File: config.mk
export PLATFORM = sky130hd
export DESIGN_NAME = phase_bus_sequencer
export DESIGN_NICKNAME = d
export VERILOG_FILES = /design/src/rtl/phase_bus_sequencer.sv
export SDC_FILE = /design/constraint.sdc
export NUM_CORES = 1
export LEC_CHECK = 0
export CAP_MARGIN = 20
export CELL_PAD_IN_SITES_DETAIL_PLACEMENT = 1
export CELL_PAD_IN_SITES_GLOBAL_PLACEMENT = 2
export CORE_MARGIN = 4
export CORE_UTILIZATION = 40
export DETAILED_ROUTE_END_ITERATION = 10
export PLACE_DENSITY_LB_ADDON = 0.1
export SKIP_LAST_GASP = 1
export SLEW_MARGIN = 10
export SYNTH_ARGS = -nofsm -noshare
export SYNTH_HDL_FRONTEND = slang
export SYNTH_SLANG_ARGS = --single-unit
File: constraint.sdc
create_clock -name clock -period 5.43 [get_ports clock]
set_input_delay 0.8145 -clock clock [delete_from_list [all_inputs] [get_ports clock]]
set_output_delay 0.8145 -clock clock [all_outputs]
set_load 0.03 [all_outputs]
File: src/rtl/phase_bus_sequencer.sv
// Command sequencer/arbiter for the phase-bus engines: buffers decoded commands,
// activates one engine at a time with a timeout, and returns one response per command.
module phase_bus_sequencer #(
  parameter int CLOCK_FREQUENCY = 27000000,
  parameter int TIMEOUT_CYCLES  = 2700,
  parameter int FIFO_DEPTH      = 4
) (
  input  logic        clock,
  input  logic        reset,
  input  logic        cmd_valid,
  output logic        cmd_ready,
  input  logic [1:0]  cmd_opcode,
  input  logic [1:0]  cmd_type,
  input  logic [31:0] cmd_params,
  output logic        write4_active,
  output logic        read4_active,
  output logic        adc4_active,
  input  logic        write4_complete,
  input  logic        read4_complete,
  input  logic        adc4_complete,
  output logic [31:0] param_data,
  output logic [1:0]  CommandType,
  input  logic [31:0] eng_resp_bytes,
  input  logic [3:0]  eng_resp_count,
  output logic        rsp_valid,
  input  logic        rsp_ready,
  output logic [1:0]  rsp_status,
  output logic [31:0] rsp_bytes,
  output logic [3:0]  rsp_count,
  output logic        busy,
  output logic [7:0]  timeout_count
);
  localparam int AW = $clog2(FIFO_DEPTH);
  localparam int TW = $clog2(TIMEOUT_CYCLES);
  localparam logic [TW-1:0] TIMER_LAST = TW'(TIMEOUT_CYCLES - 1);
  localparam logic [AW:0]   FIFO_FULL  = (AW+1)'(FIFO_DEPTH);

  if (CLOCK_FREQUENCY <= 0 || TIMEOUT_CYCLES < 2 || FIFO_DEPTH < 2 ||
      (FIFO_DEPTH & (FIFO_DEPTH - 1)) != 0) begin : g_param_check
    $error("phase_bus_sequencer: illegal parameter set");
  end

  typedef enum logic [2:0] {S_IDLE, S_ISSUE, S_WAIT_DONE, S_RELEASE, S_RESPOND} state_t;

  state_t state_q, state_d;

  // Command FIFO: {opcode, type, params}
  logic [35:0]   fifo_mem [FIFO_DEPTH];
  logic [AW-1:0] wr_ptr, rd_ptr;
  logic [AW:0]   fifo_cnt;
  logic          push, pop;

  logic [35:0]   cmd_q;
  logic [1:0]    cmd_op;
  logic [2:0]    active_q;
  logic [TW-1:0] timer_q;
  logic [1:0]    rel_cnt_q;
  logic [3:0]    complete_vec;
  logic          complete_sel;
  logic          timer_done;

  assign cmd_ready    = (fifo_cnt != FIFO_FULL);
  assign push         = cmd_valid && cmd_ready;
  assign pop          = (state_q == S_IDLE) && (fifo_cnt != '0);
  assign busy         = (state_q != S_IDLE) || (fifo_cnt != '0);
  assign cmd_op       = cmd_q[35:34];
  assign complete_vec = {1'b0, adc4_complete, read4_complete, write4_complete};
  assign complete_sel = complete_vec[cmd_op];
  assign timer_done   = (timer_q == TIMER_LAST);

  assign write4_active = active_q[0];
  assign read4_active  = active_q[1];
  assign adc4_active   = active_q[2];

  always_ff @(posedge clock) begin
    if (push) fifo_mem[wr_ptr] <= {cmd_opcode, cmd_type, cmd_params};
  end

  always_ff @(posedge clock or negedge reset) begin
    if (!reset) begin
      wr_ptr   <= '0;
      rd_ptr   <= '0;
      fifo_cnt <= '0;
    end else begin
      if (push) wr_ptr <= wr_ptr + AW'(1);
      if (pop)  rd_ptr <= rd_ptr + AW'(1);
      if (push && !pop)      fifo_cnt <= fifo_cnt + (AW+1)'(1);
      else if (!push && pop) fifo_cnt <= fifo_cnt - (AW+1)'(1);
    end
  end

  always_ff @(posedge clock or negedge reset) begin
    if (!reset) state_q <= S_IDLE;
    else        state_q <= state_d;
  end

  always_comb begin
    state_d = state_q;
    case (state_q)
      S_IDLE:      if (fifo_cnt != '0) state_d = S_ISSUE;
      S_ISSUE:     state_d = (cmd_op == 2'd3) ? S_RESPOND : S_WAIT_DONE;
      S_WAIT_DONE: if (complete_sel || timer_done) state_d = S_RELEASE;
      // Give the engine up to 4 cycles to drop complete before it can be re-armed
      S_RELEASE:   if (!complete_sel || rel_cnt_q == 2'd3) state_d = S_RESPOND;
      S_RESPOND:   if (rsp_valid && rsp_ready) state_d = S_IDLE;
      default:     state_d = S_IDLE;
    endcase
  end

  always_ff @(posedge clock or negedge reset) begin
    if (!reset) begin
      cmd_q         <= '0;
      active_q      <= '0;
      timer_q       <= '0;
      rel_cnt_q     <= '0;
      param_data    <= '0;
      CommandType   <= '0;
      rsp_valid     <= 1'b0;
      rsp_status    <= '0;
      rsp_bytes     <= '0;
      rsp_count     <= '0;
      timeout_count <= '0;
    end else begin
      case (state_q)
        S_IDLE: if (pop) cmd_q <= fifo_mem[rd_ptr];
        S_ISSUE: begin
          param_data  <= cmd_q[31:0];
          CommandType <= cmd_q[33:32];
          timer_q     <= '0;
          if (cmd_op == 2'd3) begin
            rsp_status <= 2'd2;
            rsp_bytes  <= '0;
            rsp_count  <= '0;
          end else begin
            active_q <= 3'b001 << cmd_op;
          end
        end
        S_WAIT_DONE: begin
          timer_q   <= timer_q + TW'(1);
          rel_cnt_q <= '0;
          // Completion takes priority over a coincident timeout
          if (complete_sel) begin
            active_q   <= '0;
            rsp_status <= 2'd0;
            rsp_bytes  <= eng_resp_bytes;
            rsp_count  <= eng_resp_count;
          end else if (timer_done) begin
            active_q   <= '0;
            rsp_status <= 2'd1;
            rsp_bytes  <= '0;
            rsp_count  <= '0;
            if (timeout_count != 8'hFF) timeout_count <= timeout_count + 8'd1;
          end
        end
        S_RELEASE: rel_cnt_q <= rel_cnt_q + 2'd1;
        S_RESPOND: begin
          if (!rsp_valid)     rsp_valid <= 1'b1;
          else if (rsp_ready) rsp_valid <= 1'b0;
        end
        default: ;
      endcase
    end
  end
endmodule

### Word-level counts from Yosys, hierarchy flattened

Memories as Yosys holds them, arrays and structs flattened. A register that Yosys moved wholly into a read port is not among the register bits.
Index checks and enable logic that the tools add are counted.

* register bits: 108
* RAM bits: 144
* output and inout port bits: 86
* word-level logic and storage cells: 96
* memories: 1

Memory list
* fifo_mem: words 4, width 36, rd ports 1, clocked after Yosys merged registers in 1, wr ports 1, RTL line 48 `logic [35:0] fifo_mem [FIFO_DEPTH];`

* $add $sub $neg: 7
* $lt $le $gt $ge: 1
* eq/ne operators: 16
* shift-type cells: 1
* mux-type cells: 32
* bitwise logic cells: 1
* reductions and logical operators: 23

Operators by type and width (number)
* 32-bit 2-to-1 mux: 3
* 32-bit case mux with 2 select lines: 1
* 3-bit 2-to-1 mux: 10
* 12-bit case mux with 2 select lines: 1
* 3-bit case mux with 5 select lines: 1
* 12-bit by 1-bit adder with 12-bit output, second input constant: 1
* 12-bit equality test, second input constant: 1
* 4-bit 2-to-1 mux: 3
* 2-bit != test, second input constant: 5
* 8-bit by 1-bit adder with 8-bit output, second input constant: 1
* 8-bit != test, second input constant: 1
* 2-bit case mux with 2 select lines: 2
* 4-bit case mux with 2 select lines: 1
* 4-bit AND reduction: 2
* 2-bit by 1-bit adder with 2-bit output, second input constant: 3
* 3-bit by 2-bit equality test with 1-bit output, second input constant: 2
* 2-bit 2-to-1 mux: 3
* 3-bit != test, second input constant: 2
* 3-bit case mux with 2 select lines: 1
* 3-bit AND reduction: 2
* 2-bit nonzero test: 3
* 3-bit nonzero test: 2
* 1-bit logical AND: 5
* 1-bit 2-to-1 mux: 5
* other kinds (14): 20

### Depth between registers and ports, before layout

Gate-level depths: netlist of the first run.

* depth after elaboration: 6
* depth in mapped cells: 11
* depth with buffers taken out: 9

### Worst setup path before layout of the first run

Ideal clock, no wire load.

* path kind: reg-to-reg
* start: register state_q[1]
* end: register fifo_cnt[1]
* library setup time: 125 ps
* data arrival time: 2490 ps
* data required time: 5305 ps
* slack: 2815 ps
* cell stages (with the launch flop): 10
* period minus slack after synthesis: 2615 ps
* cell sequence: dfrtp_1 > clkbuf_1 > nor4_1 > clkbuf_1 > buf_2 > inv_1 > ha_1 > inv_1 > fa_1 > mux2_2

* longest elaborated chain between the ends: 5
* elaborated cells on any way between the ends: 7

RTL lines
* from (decl): RTL line 45 `state_t state_q, state_d;`
* from (signal assigned): RTL line 94 `else state_q <= state_d;`
* 3-bit logical NOT *: RTL line 64 `assign pop = (state_q == S_IDLE) && (fifo_cnt != '0);`
* 1-bit logical AND *: RTL line 64
* 1-bit logical NOT: RTL line 87 `if (push && !pop) fifo_cnt <= fifo_cnt + (AW+1)'(1);`
* 1-bit logical AND: RTL line 87
* 3-bit 2-to-1 mux / 2-bit nonzero test (equally long branches)
* to (signal assigned): RTL line 87
* to (signal assigned): RTL line 88 `else if (!push && pop) fifo_cnt <= fifo_cnt - (AW+1)'(1);`
* to (decl): RTL line 50 `logic [AW:0] fifo_cnt;`

Every way passes the cells marked *; elsewhere a longest branch is shown, timed or not.
A chain may end at the register's enable or synchronous reset.

### Worst setup path in the final report of the first run

* start: register fifo_cnt[0]
* end: output busy

* longest elaborated chain between the ends: 2

RTL lines
* 3-bit nonzero test: RTL line 65 `assign busy = (state_q != S_IDLE) || (fifo_cnt != '0);`
* 1-bit logical OR: RTL line 65
* to (decl): RTL line 30 `output logic busy,`

No other way between the ends.

==> results of run 1 <==
worst reg2reg max path, stage by stage, from the launching register on:
cell	delay, ns
dfrtp_1	0.54
nor3b_2	0.57
o211ai_1	0.41
nor2b_1	0.50
nand4_2	0.17
mux2_4	0.32
cell families after synthesis:
| group | Yosys count | synth area share [%] |
|---|---|---|
| adders and majority gates | 9 | 1.09 |
| DFF | 288 | 71.8 |
| muxes | 79 | 11.7 |
| xor gates and xnor gates | 8 | 0.634 |
| and+or+nand+nor | 192 | 7.91 |
| buffers and inverters | 44 | 1.62 |
| AOI/OAI and AO/OA | 77 | 5.26 |
worst paths after layout:
path / start / to / slack [ns] / depth (start not counted)
worst max-delay path: fifo_cnt[0]$_DFFE_PN0P_ / busy / 2.36 / 3
worst min-delay path: reset / timeout_count[0]$_DFFE_PN0P_ / 0.34 / 1
worst max register to register: state_q[1]$_DFFE_PN0P_ / timeout_count[6]$_DFFE_PN0P_ / 2.81 / 5
worst min register to register: cmd_q[5]$_DFFE_PN0P_ / param_data[5]$_DFFE_PN0N_ / 0.45 / 2
max in group asynchronous: reset / param_data[16]$_DFFE_PN0N_ / 3.90 / 2
min in group clock: cmd_q[5]$_DFFE_PN0P_ / param_data[5]$_DFFE_PN0N_ / 0.45 / 2
metal layers:
metal / track usage [%] / routed length (microns)
met1: 22.5 / 11300
met2: 28.6 / 12400
met3: 2.85 / 1020
met4: 3.53 / 391
met5: 0 / 0
power groups by stage:
| stage | clock network, W | registers (W) | logic [W] |
|---|---|---|---|
| after floorplan | 0 | 0.00361 | 0.00150 |
| after global placement | 0 | 0.00337 | 0.00268 |
| after detailed placement | 0 | 0.00342 | 0.00277 |
| after CTS | 0.00245 | 0.00338 | 0.00279 |
| after global routing | 0.00255 | 0.00345 | 0.00299 |
| final | 0.00238 | 0.00336 | 0.00275 |
registers in the layout, indices dropped and copies added (netlist names):
register,cells
rsp_count,4
rd_ptr,2
wr_ptr,2
rsp_status,2
timeout_count,8
CommandType,2
state_q,3
rsp_valid,1
timer_q,12
cmd_q,36
rsp_bytes,32
fifo_cnt,3
param_data,32
rel_cnt_q,2
active_q,3
fifo_mem,144
synth_stat cells, drive strengths merged, types with 4 or more instances:
library cell | count | share of area [%]
dfrtp | 144 | 33
edfxtp | 144 | 39
nand2 | 131 | 4.5
mux2 | 40 | 4.1
a22o | 39 | 3.1
mux4 | 36 | 7.3
clkbuf | 23 | 0.78
o21ai | 15 | 0.68
buf | 13 | 0.57
nor2 | 12 | 0.41
and3 | 8 | 0.45
ha | 8 | 0.91
inv | 8 | 0.27
nor3 | 7 | 0.32
nand3 | 6 | 0.27
a21oi | 5 | 0.23
nand2b | 5 | 0.28
nand4 | 5 | 0.34
o211ai | 5 | 0.34
xnor2 | 4 | 0.32
xor2 | 4 | 0.32
layout make-up:
class / instances / area (sq um) / area share (%)
inverters: 8 / 30.0 / 0.211
flip-flops and latches: 288 / 7930 / 55.6
multi-input cells: 365 / 2960 / 20.8
clock buffers: 36 / 825 / 5.78
clock inverters: 22 / 353 / 2.47
well taps: 341 / 427 / 2.99
repair buffers: 172 / 1730 / 12.2
through the flow:
step	cells	power, W
floorplan	697	0.00512
finish	1232	0.00849
detailed placement	1173	0.00619
global route	1232	0.00899
global placement	1171	0.00605
CTS	1231	0.00862
==> flow_metrics.tcl, run 1 <==
set metrics [dict create \
    status "finished, final reports clean" \
    max_stage_delay_ns 0.65 \
    syn_inst 697 \
    core_area_sq_um 27000 \
    irDropWorstVdd_uv 270 \
    syn_avg_cell_area_sq_um 15.8 \
    final_cell_mix "clkdlybuf4s50_1 (163), edfxtp_1 (144), dfrtp_1 (142)" \
    gp_congestion 0.774 \
    grt_max_degree 102 \
    grt_pass1_wl_microns 40600 \
    drive_gt1_share_pct 17.4 \
    drc 0 \
    fin_area_sq_um 14300 \
    initial_core_util_pct 40.9 \
    intPower_w 0.00573 \
    grt_overflow 0 \
    synth_ff_type "edfxtp_1" \
    synth.yosys.warnings 0 \
    hold_violations 0 \
    die-width_microns 174 \
    insertion_delay_ns 0.56 \
    p_switching_w 0.00276 \
    dp_hpwl_microns 15900 \
    period_share_pct 56.6 \
    relSlewSlack_pct 31.4 \
    cts.htree.levels 1 \
    rows 60 \
    max_freq_mhz 326 \
    p_seq_share_pct 39.6 \
    cp_num_buf_inv 1 \
    pwr-share-comb_pct 32.4 \
    fin_nets 954 \
    rsz0062_at_grt "no" \
    cts_resized 0 \
    end_kind "output pin" \
    max_slew.worst_pin.slew_ns 1.03 \
    cts_root_buf "clkbuf_16" \
    p_clk_share_pct 28.0 \
    drtIter0Drc 326 \
    synth_enable_flop_cells 144 \
    yosys_register_bits 288 \
    track_usage_pct 16.6 \
    synth_cell_types 49 \
    required_ns 4.62 \
    critical_path.max_fanout 4 \
    layout_setup_ws_ns 2.36 \
    numCtsBuffers 31 \
    timing.hold.ws_ns 0.342 \
    cts_sinks 288 \
    area_delta_synth_final_pct 29.1 \
    ios 165 \
    finalClockSkew_ns 0.0290 \
    routed_wl_microns 25100 \
    die_h_microns 174 \
    synthesis.area_sq_um 11000 \
    cellLeakagePower_nw 5.59 \
    vias 6442 \
    insertedDiodeCount 0 \
    port_buffers 164 \
    fin_crit_ns 3.07 \
    async_flop_share_pct 50.0 \
    cts.path.max_buffers 3 \
    swShare_pct 32.5 \
    slowest_stage "clkdlybuf4s50_1" \
    setup_tns_ns 0 \
    worstSetupPathType "reg -> out" \
    wl_per_cell_microns 20.4 \
    route.antenna.remaining_nets 0 \
    crit_chain "nor3_1, nand3b_1, clkdlybuf4s50_1" \
    powerDensity_nw_per_um2 596 \
    synth_seq_area_share_pct 71.8 \
    crit_family "buffers and inverters" \
    critical_path_arrival_ns 2.26 \
    cts_tree "done" \
    hold_buffers 0 \
    clk_pin_slew_ns 0.07 \
    maxCapViolCount 0 \
    dpl-instance-area_sq_um 13100 \
    fillCellCount 2575 \
    antenna_found_initial 0 \
    slew_viol_final 0 \
    via_per_inst 5.23 \
    grt_pass1_vias 7184 \
    holdCritPathClass "in -> async" \
    setup_violations 0 \
    place_ws_ns 2.59 \
    postCtsSetupBuffers 0 \
    final_common_cell "clkdlybuf4s50_1" \
    critPathLaunchType "flop" \
    firstDrtPassIters 4 \
    die_area_sq_um 30300 \
    final_util_pct 52.8 \
    synth_nets 785 \
]
Note: power is estimated with default switching activity, not from simulation.
==> run 2, diff against run 1 <==
--- a/config.mk
+++ b/config.mk
@@ -9,7 +9,7 @@
 export CELL_PAD_IN_SITES_DETAIL_PLACEMENT = 1
 export CELL_PAD_IN_SITES_GLOBAL_PLACEMENT = 2
 export CORE_MARGIN = 4
-export CORE_UTILIZATION = 40
+export CORE_UTILIZATION = 39
 export DETAILED_ROUTE_END_ITERATION = 10
 export PLACE_DENSITY_LB_ADDON = 0.1
 export SKIP_LAST_GASP = 1
==> constraint.sdc (replaced) <==
create_clock -name clock -period 3.21 [get_ports clock]
set_input_delay 0.4815 -clock clock [delete_from_list [all_inputs] [get_ports clock]]
set_output_delay 0.4815 -clock clock [all_outputs]
set_load 0.03 [all_outputs]
==> flow_metrics.tcl, run 2 (same netlist as run 1, synthesis figures left out) <==
set metrics [dict create \
    drc 0 \
    hold_violations 0 \
    top_regs "fifo_mem: 144 flops, cmd_q: 36 flops" \
    die-width_microns 176 \
    routed.top_layer "met5" \
    die_area_sq_um 31100 \
    max_freq_mhz 375 \
    via_per_inst 5.11 \
    critPathLaunchType "flop" \
    required_ns 2.73 \
    intPower_w 0.00953 \
    end_kind "output pin" \
    antenna_found_initial 2 \
    pwr-share-comb_pct 33.1 \
    ios 165 \
    swShare_pct 33.0 \
    gp_congestion 0.762 \
    relSlewSlack_pct 33.0 \
    setup_violations 0 \
    critical_path.max_fanout 4 \
    timing.hold.ws_ns 0.465 \
    final_cell_mix "clkdlybuf4s50_1 (163), edfxtp_1 (144), dfrtp_1 (142)" \
    clk_pin_slew_ns 0.06 \
    cp_num_buf_inv 1 \
    dr_wl_met2_microns 12600 \
    p_seq_share_pct 39.7 \
    track_usage_pct 16.6 \
    finalNonFillerCells 1283 \
    largest_reg_flops 144 \
    wl_per_cell_microns 20.0 \
    top_register "fifo_mem" \
    slowest_stage "clkdlybuf4s50_1" \
    drtIter0Drc 287 \
    place_ws_ns 0.726 \
    slew_viol_final 0 \
    rows 61 \
    irDropWorstVdd_uv 491 \
    max_stage_delay_ns 0.67 \
    cts_sinks 288 \
    postCtsSetupBuffers 0 \
    cts.path.max_buffers 3 \
    numCtsBuffers 34 \
    powerDensity_nw_per_um2 993 \
    initial_core_util_pct 39.6 \
    cts.htree.levels 2 \
    crit_family "buffers and inverters" \
    max_slew.worst_pin.slew_ns 1.01 \
    crit_chain "nor3_1, nand3b_1, clkdlybuf4s50_1" \
    grt_max_degree 54 \
    worstSetupPathType "reg -> out" \
    die_h_microns 176 \
    setup_tns_ns 0 \
    cellLeakagePower_nw 5.63 \
    fin_crit_ns 2.67 \
    status "finished, final reports clean" \
    grt_overflow 0 \
    grt_pass1_vias 7202 \
    routed_wl_microns 25600 \
    met3WireLength_microns 1520 \
    p_switching_w 0.00470 \
    maxCapViolCount 0 \
    wl_met1_microns 11000 \
    route.antenna.remaining_nets 0 \
    period_share_pct 83.1 \
    port_buffers 164 \
    layout_setup_ws_ns 0.542 \
    dp.cells 1219 \
    grt_pass1_wl_microns 40900 \
    area_delta_synth_final_pct 29.7 \
    cts_root_buf "clkbuf_16" \
    critical_path_arrival_ns 2.19 \
    firstDrtPassIters 4 \
    cts_tree "done" \
    final_util_pct 51.4 \
    drive_gt1_share_pct 17.9 \
    final_common_cell "clkdlybuf4s50_1" \
    finalClockSkew_ns 0.0121 \
    p_clk_share_pct 27.2 \
    vias 6554 \
    core_area_sq_um 27900 \
    fin_nets 966 \
    holdCritPathClass "reg -> reg" \
    dp_hpwl_microns 16100 \
    rsz0062_at_grt "no" \
    insertion_delay_ns 0.50 \
]
[run 2: changes by cell type in the layout (fill, tap and decap cells not counted), sizes merged]
cell,change
clkbuf,+13
buf,+8
bufinv,-6
clkinvlp,-3
diode,+1
dlygate4sd3,+1
[run 2: metrics by stage]
stage	area (sq um)	total power [W]
after floorplan	11000	0.00865
after global placement	13200	0.0104
after detailed placement	13200	0.0105
after CTS	14300	0.0145
after global routing	14300	0.0151
final	14300	0.0142
[run 2: cell type report]
| class | instances | area, sq um |
|---|---|---|
| Fill cell | 2638 | 13500 |
| Sequential cell | 288 | 7930 |
| Multi-Input combinational cell | 365 | 2960 |
| Timing Repair Buffer | 181 | 1790 |
| Clock buffer | 49 | 988 |
| Tap cell | 378 | 473 |
| Clock inverter | 13 | 163 |
| Inverter | 8 | 30.0 |
| Antenna cell | 1 | 2.50 |
[run 2: worst register-to-register path, stage by stage, from the launching register on]
cell	delay [ns]
dfrtp_1	0.42
or4_4	0.56
nor4_4	0.44
nor2b_1	0.46
nand4_2	0.17
mux2_4	0.32
[run 2: path summary, 6_finish.rpt]
check	start	endpoint	slack, ns	depth (start not counted)
max	fifo_cnt[1]$_DFFE_PN0P_	busy	0.54	3
min reg2reg	cmd_q[33]$_DFFE_PN0P_	CommandType[1]$_DFFE_PN0N_	0.47	2
max reg2reg	timer_q[4]$_DFFE_PN0P_	timeout_count[6]$_DFFE_PN0P_	0.73	5
min	cmd_q[33]$_DFFE_PN0P_	CommandType[1]$_DFFE_PN0N_	0.47	2
max in group asynchronous	reset	rd_ptr[0]$_DFFE_PN0P_	1.87	3
min in group asynchronous	reset	timer_q[11]$_DFFE_PN0P_	0.53	2
[run 2: metal layers]
metal  vias up  track usage (%)
li1       2955                -
met5         -                0
met2       162             28.1
met3        42             4.00
met4         2             4.35
met1      3393             21.7
[run 2: power groups by stage]
| stage | logic (W) | registers [W] | clock network [W] |
|---|---|---|---|
| finish | 0.00471 | 0.00565 | 0.00387 |
| detailed placement | 0.00479 | 0.00573 | 0 |
| floorplan | 0.00254 | 0.00611 | 0 |
| global placement | 0.00470 | 0.00566 | 0 |
| CTS | 0.00482 | 0.00567 | 0.00400 |
| global route | 0.00512 | 0.00578 | 0.00418 |
[run 2: timing repair]
| action | CTS | global route |
|---|---|---|
| resized for setup | 0 | 0 |
| endpoints found under the hold margin | 50 | 0 |
| hold buffers | 1 | 0 |
==> run 3, diff against run 2 <==
--- a/config.mk
+++ b/config.mk
@@ -9,7 +9,7 @@
 export CELL_PAD_IN_SITES_DETAIL_PLACEMENT = 1
 export CELL_PAD_IN_SITES_GLOBAL_PLACEMENT = 2
 export CORE_MARGIN = 4
-export CORE_UTILIZATION = 39
+export CORE_UTILIZATION = 35
 export DETAILED_ROUTE_END_ITERATION = 10
 export PLACE_DENSITY_LB_ADDON = 0.1
 export SKIP_LAST_GASP = 1
==> constraint.sdc (replaced) <==
create_clock -name clock -period 2.45 [get_ports clock]
set_input_delay 0.3675 -clock clock [delete_from_list [all_inputs] [get_ports clock]]
set_output_delay 0.3675 -clock clock [all_outputs]
set_load 0.03 [all_outputs]
==> flow_metrics.tcl, run 3 (same netlist as run 1, synthesis figures left out) <==
set metrics [dict create \
    max_slew.worst_pin.slew_ns 0.654 \
    via_per_inst 5.04 \
    wl_per_cell_microns 20.3 \
    largest_reg_flops 144 \
    drtIter0Drc 297 \
    firstDrtPassIters 5 \
    critical_path_arrival_ns 1.95 \
    numCtsBuffers 31 \
    dpl-instance-area_sq_um 13400 \
    worstSetupPathType "reg -> out" \
    clk_pin_slew_ns 0.06 \
    powerDensity_nw_per_um2 1300 \
    cts.path.max_buffers 3 \
    vias 6586 \
    slew_viol_final 0 \
    grt_pass1_vias 7198 \
    ios 165 \
    final_cell_mix "clkdlybuf4s50_1 (162), edfxtp_1 (144), dfrtp_1 (142)" \
    postCtsSetupBuffers 0 \
    rsz0062_at_grt "no" \
    irDropWorstVdd_uv 652 \
    period_share_pct 94.5 \
    max_stage_delay_ns 0.71 \
    route.antenna.remaining_nets 0 \
    hold_violations 0 \
    grt_pass1_wl_microns 41400 \
    crit_chain "nor2_1, nand2_1, clkdlybuf4s50_1" \
    drc 0 \
    rows 64 \
    grt_max_degree 59 \
    antenna_found_initial 2 \
    track_usage_pct 15.2 \
    fin_area_sq_um 14500 \
    cts_tree "done" \
    timing.hold.ws_ns 0.340 \
    grt_overflow 0 \
    cts_sinks 288 \
    max_freq_mhz 432 \
    area_delta_synth_final_pct 30.9 \
    required_ns 2.08 \
    insertion_delay_ns 0.56 \
    die_h_microns 186 \
    cts_root_buf "clkbuf_16" \
    top_regs "fifo_mem: 144 flops, cmd_q: 36 flops" \
    top_register "fifo_mem" \
    initial_core_util_pct 35.8 \
    gp_congestion 0.817 \
    die-width_microns 186 \
    status "finished, final reports clean" \
    setup_violations 0 \
    cellLeakagePower_nw 5.67 \
    slowest_stage "clkdlybuf4s50_1" \
    holdCritPathClass "in -> async" \
    final_common_cell "clkdlybuf4s50_1" \
    setup_tns_ns 0 \
    finalClockSkew_ns 0.00845 \
    fin_nets 972 \
    critical_path.max_fanout 6 \
    critPathLaunchType "flop" \
    routed_wl_microns 26500 \
    relSlewSlack_pct 56.2 \
    maxCapViolCount 0 \
    cts.htree.levels 1 \
    fin_crit_ns 2.31 \
    dp_hpwl_microns 17300 \
    power_w 0.0188 \
    port_buffers 164 \
    drive_gt1_share_pct 18.3 \
    die_area_sq_um 34500 \
    core_area_sq_um 30800 \
    end_kind "output pin" \
]
==> run 3: cell count changes in the layout (fill, tap and decap cells not counted), sizes merged, moves of 2 or more <==
cell      before  now
clkbuf        49   40
clkinvlp       2    0
buf           17   26
bufinv         3    6
clkinv         6   11
==> run 3: timing repair <==
item                                    4_1_cts  5_1_grt
hold buffers                                  1        0
gates resized for setup                       1        1
cloned                                        0        0
pin swaps                                     0        0
endpoints found under the setup margin        1        1
endpoints found under the hold margin        54        0
==> run 3: area by class of cell <==
class | instances | area [sq um]
Antenna cell | 2 | 5.00
Clock buffer | 40 | 840
Clock inverter | 18 | 249
Fill cell | 3037 | 16400
Inverter | 8 | 30.0
Multi-Input combinational cell | 365 | 2970
Sequential cell | 288 | 7930
Tap cell | 396 | 495
Timing Repair Buffer | 190 | 1940
==> run 3: metal layers <==
| layer | track usage [%] | vias to the layer above | share of wire (%) |
|---|---|---|---|
| met4 | 3.32 | 2 | 1.9 |
| met3 | 3.26 | 39 | 5.5 |
| li1 | - | 2961 | - |
| met1 | 20.8 | 3402 | 46 |
| met2 | 25.3 | 182 | 46 |
| met5 | 0 | - | 0.045 |
==> run 3: power breakdown <==
group / internal (W) / switching [W] / total, W / leakage (nW)
logic: 0.00296 / 0.00356 / 0.00652 / 2.00
clock network: 0.00304 / 0.00189 / 0.00493 / 0.537
registers: 0.00655 / 0.000755 / 0.00730 / 3.13
==> run 3: worst paths after layout <==
| kind | start | end | slack (ns) | depth (start not counted) |
|---|---|---|---|---|
| worst max-delay path | fifo_cnt[1]$_DFFE_PN0P_ | cmd_ready | 0.14 | 3 |
| worst min-delay path | reset | timeout_count[5]$_DFFE_PN0P_ | 0.34 | 2 |
| worst max register to register | timer_q[4]$_DFFE_PN0P_ | timeout_count[5]$_DFFE_PN0P_ | 0.23 | 6 |
| worst min register to register | cmd_q[1]$_DFFE_PN0P_ | param_data[1]$_DFFE_PN0N_ | 0.47 | 2 |
| max in group asynchronous | reset | param_data[21]$_DFFE_PN0N_ | 1.36 | 3 |
| min in group clock | eng_resp_bytes[4] | rsp_bytes[4]$_DFFE_PN0P_ | 0.41 | 2 |
==> run 3: worst max-delay path: cells and delay by family, from the launching register on <==
family	cells	cell delay, ns
flops	1	0.44
buf+inv	1	0.71
simple gates	2	0.24
==> run 3: through the flow <==
stage	instances	setup slack, ns	utilization [%]
after floorplan	697	0.0237	-
after global placement	1246	0.256	43.3
after detailed placement	1246	0.217	43.3
after CTS	1305	0.00304	46.9
after global routing	1305	0.0161	46.9
final	1307	0.135	46.9
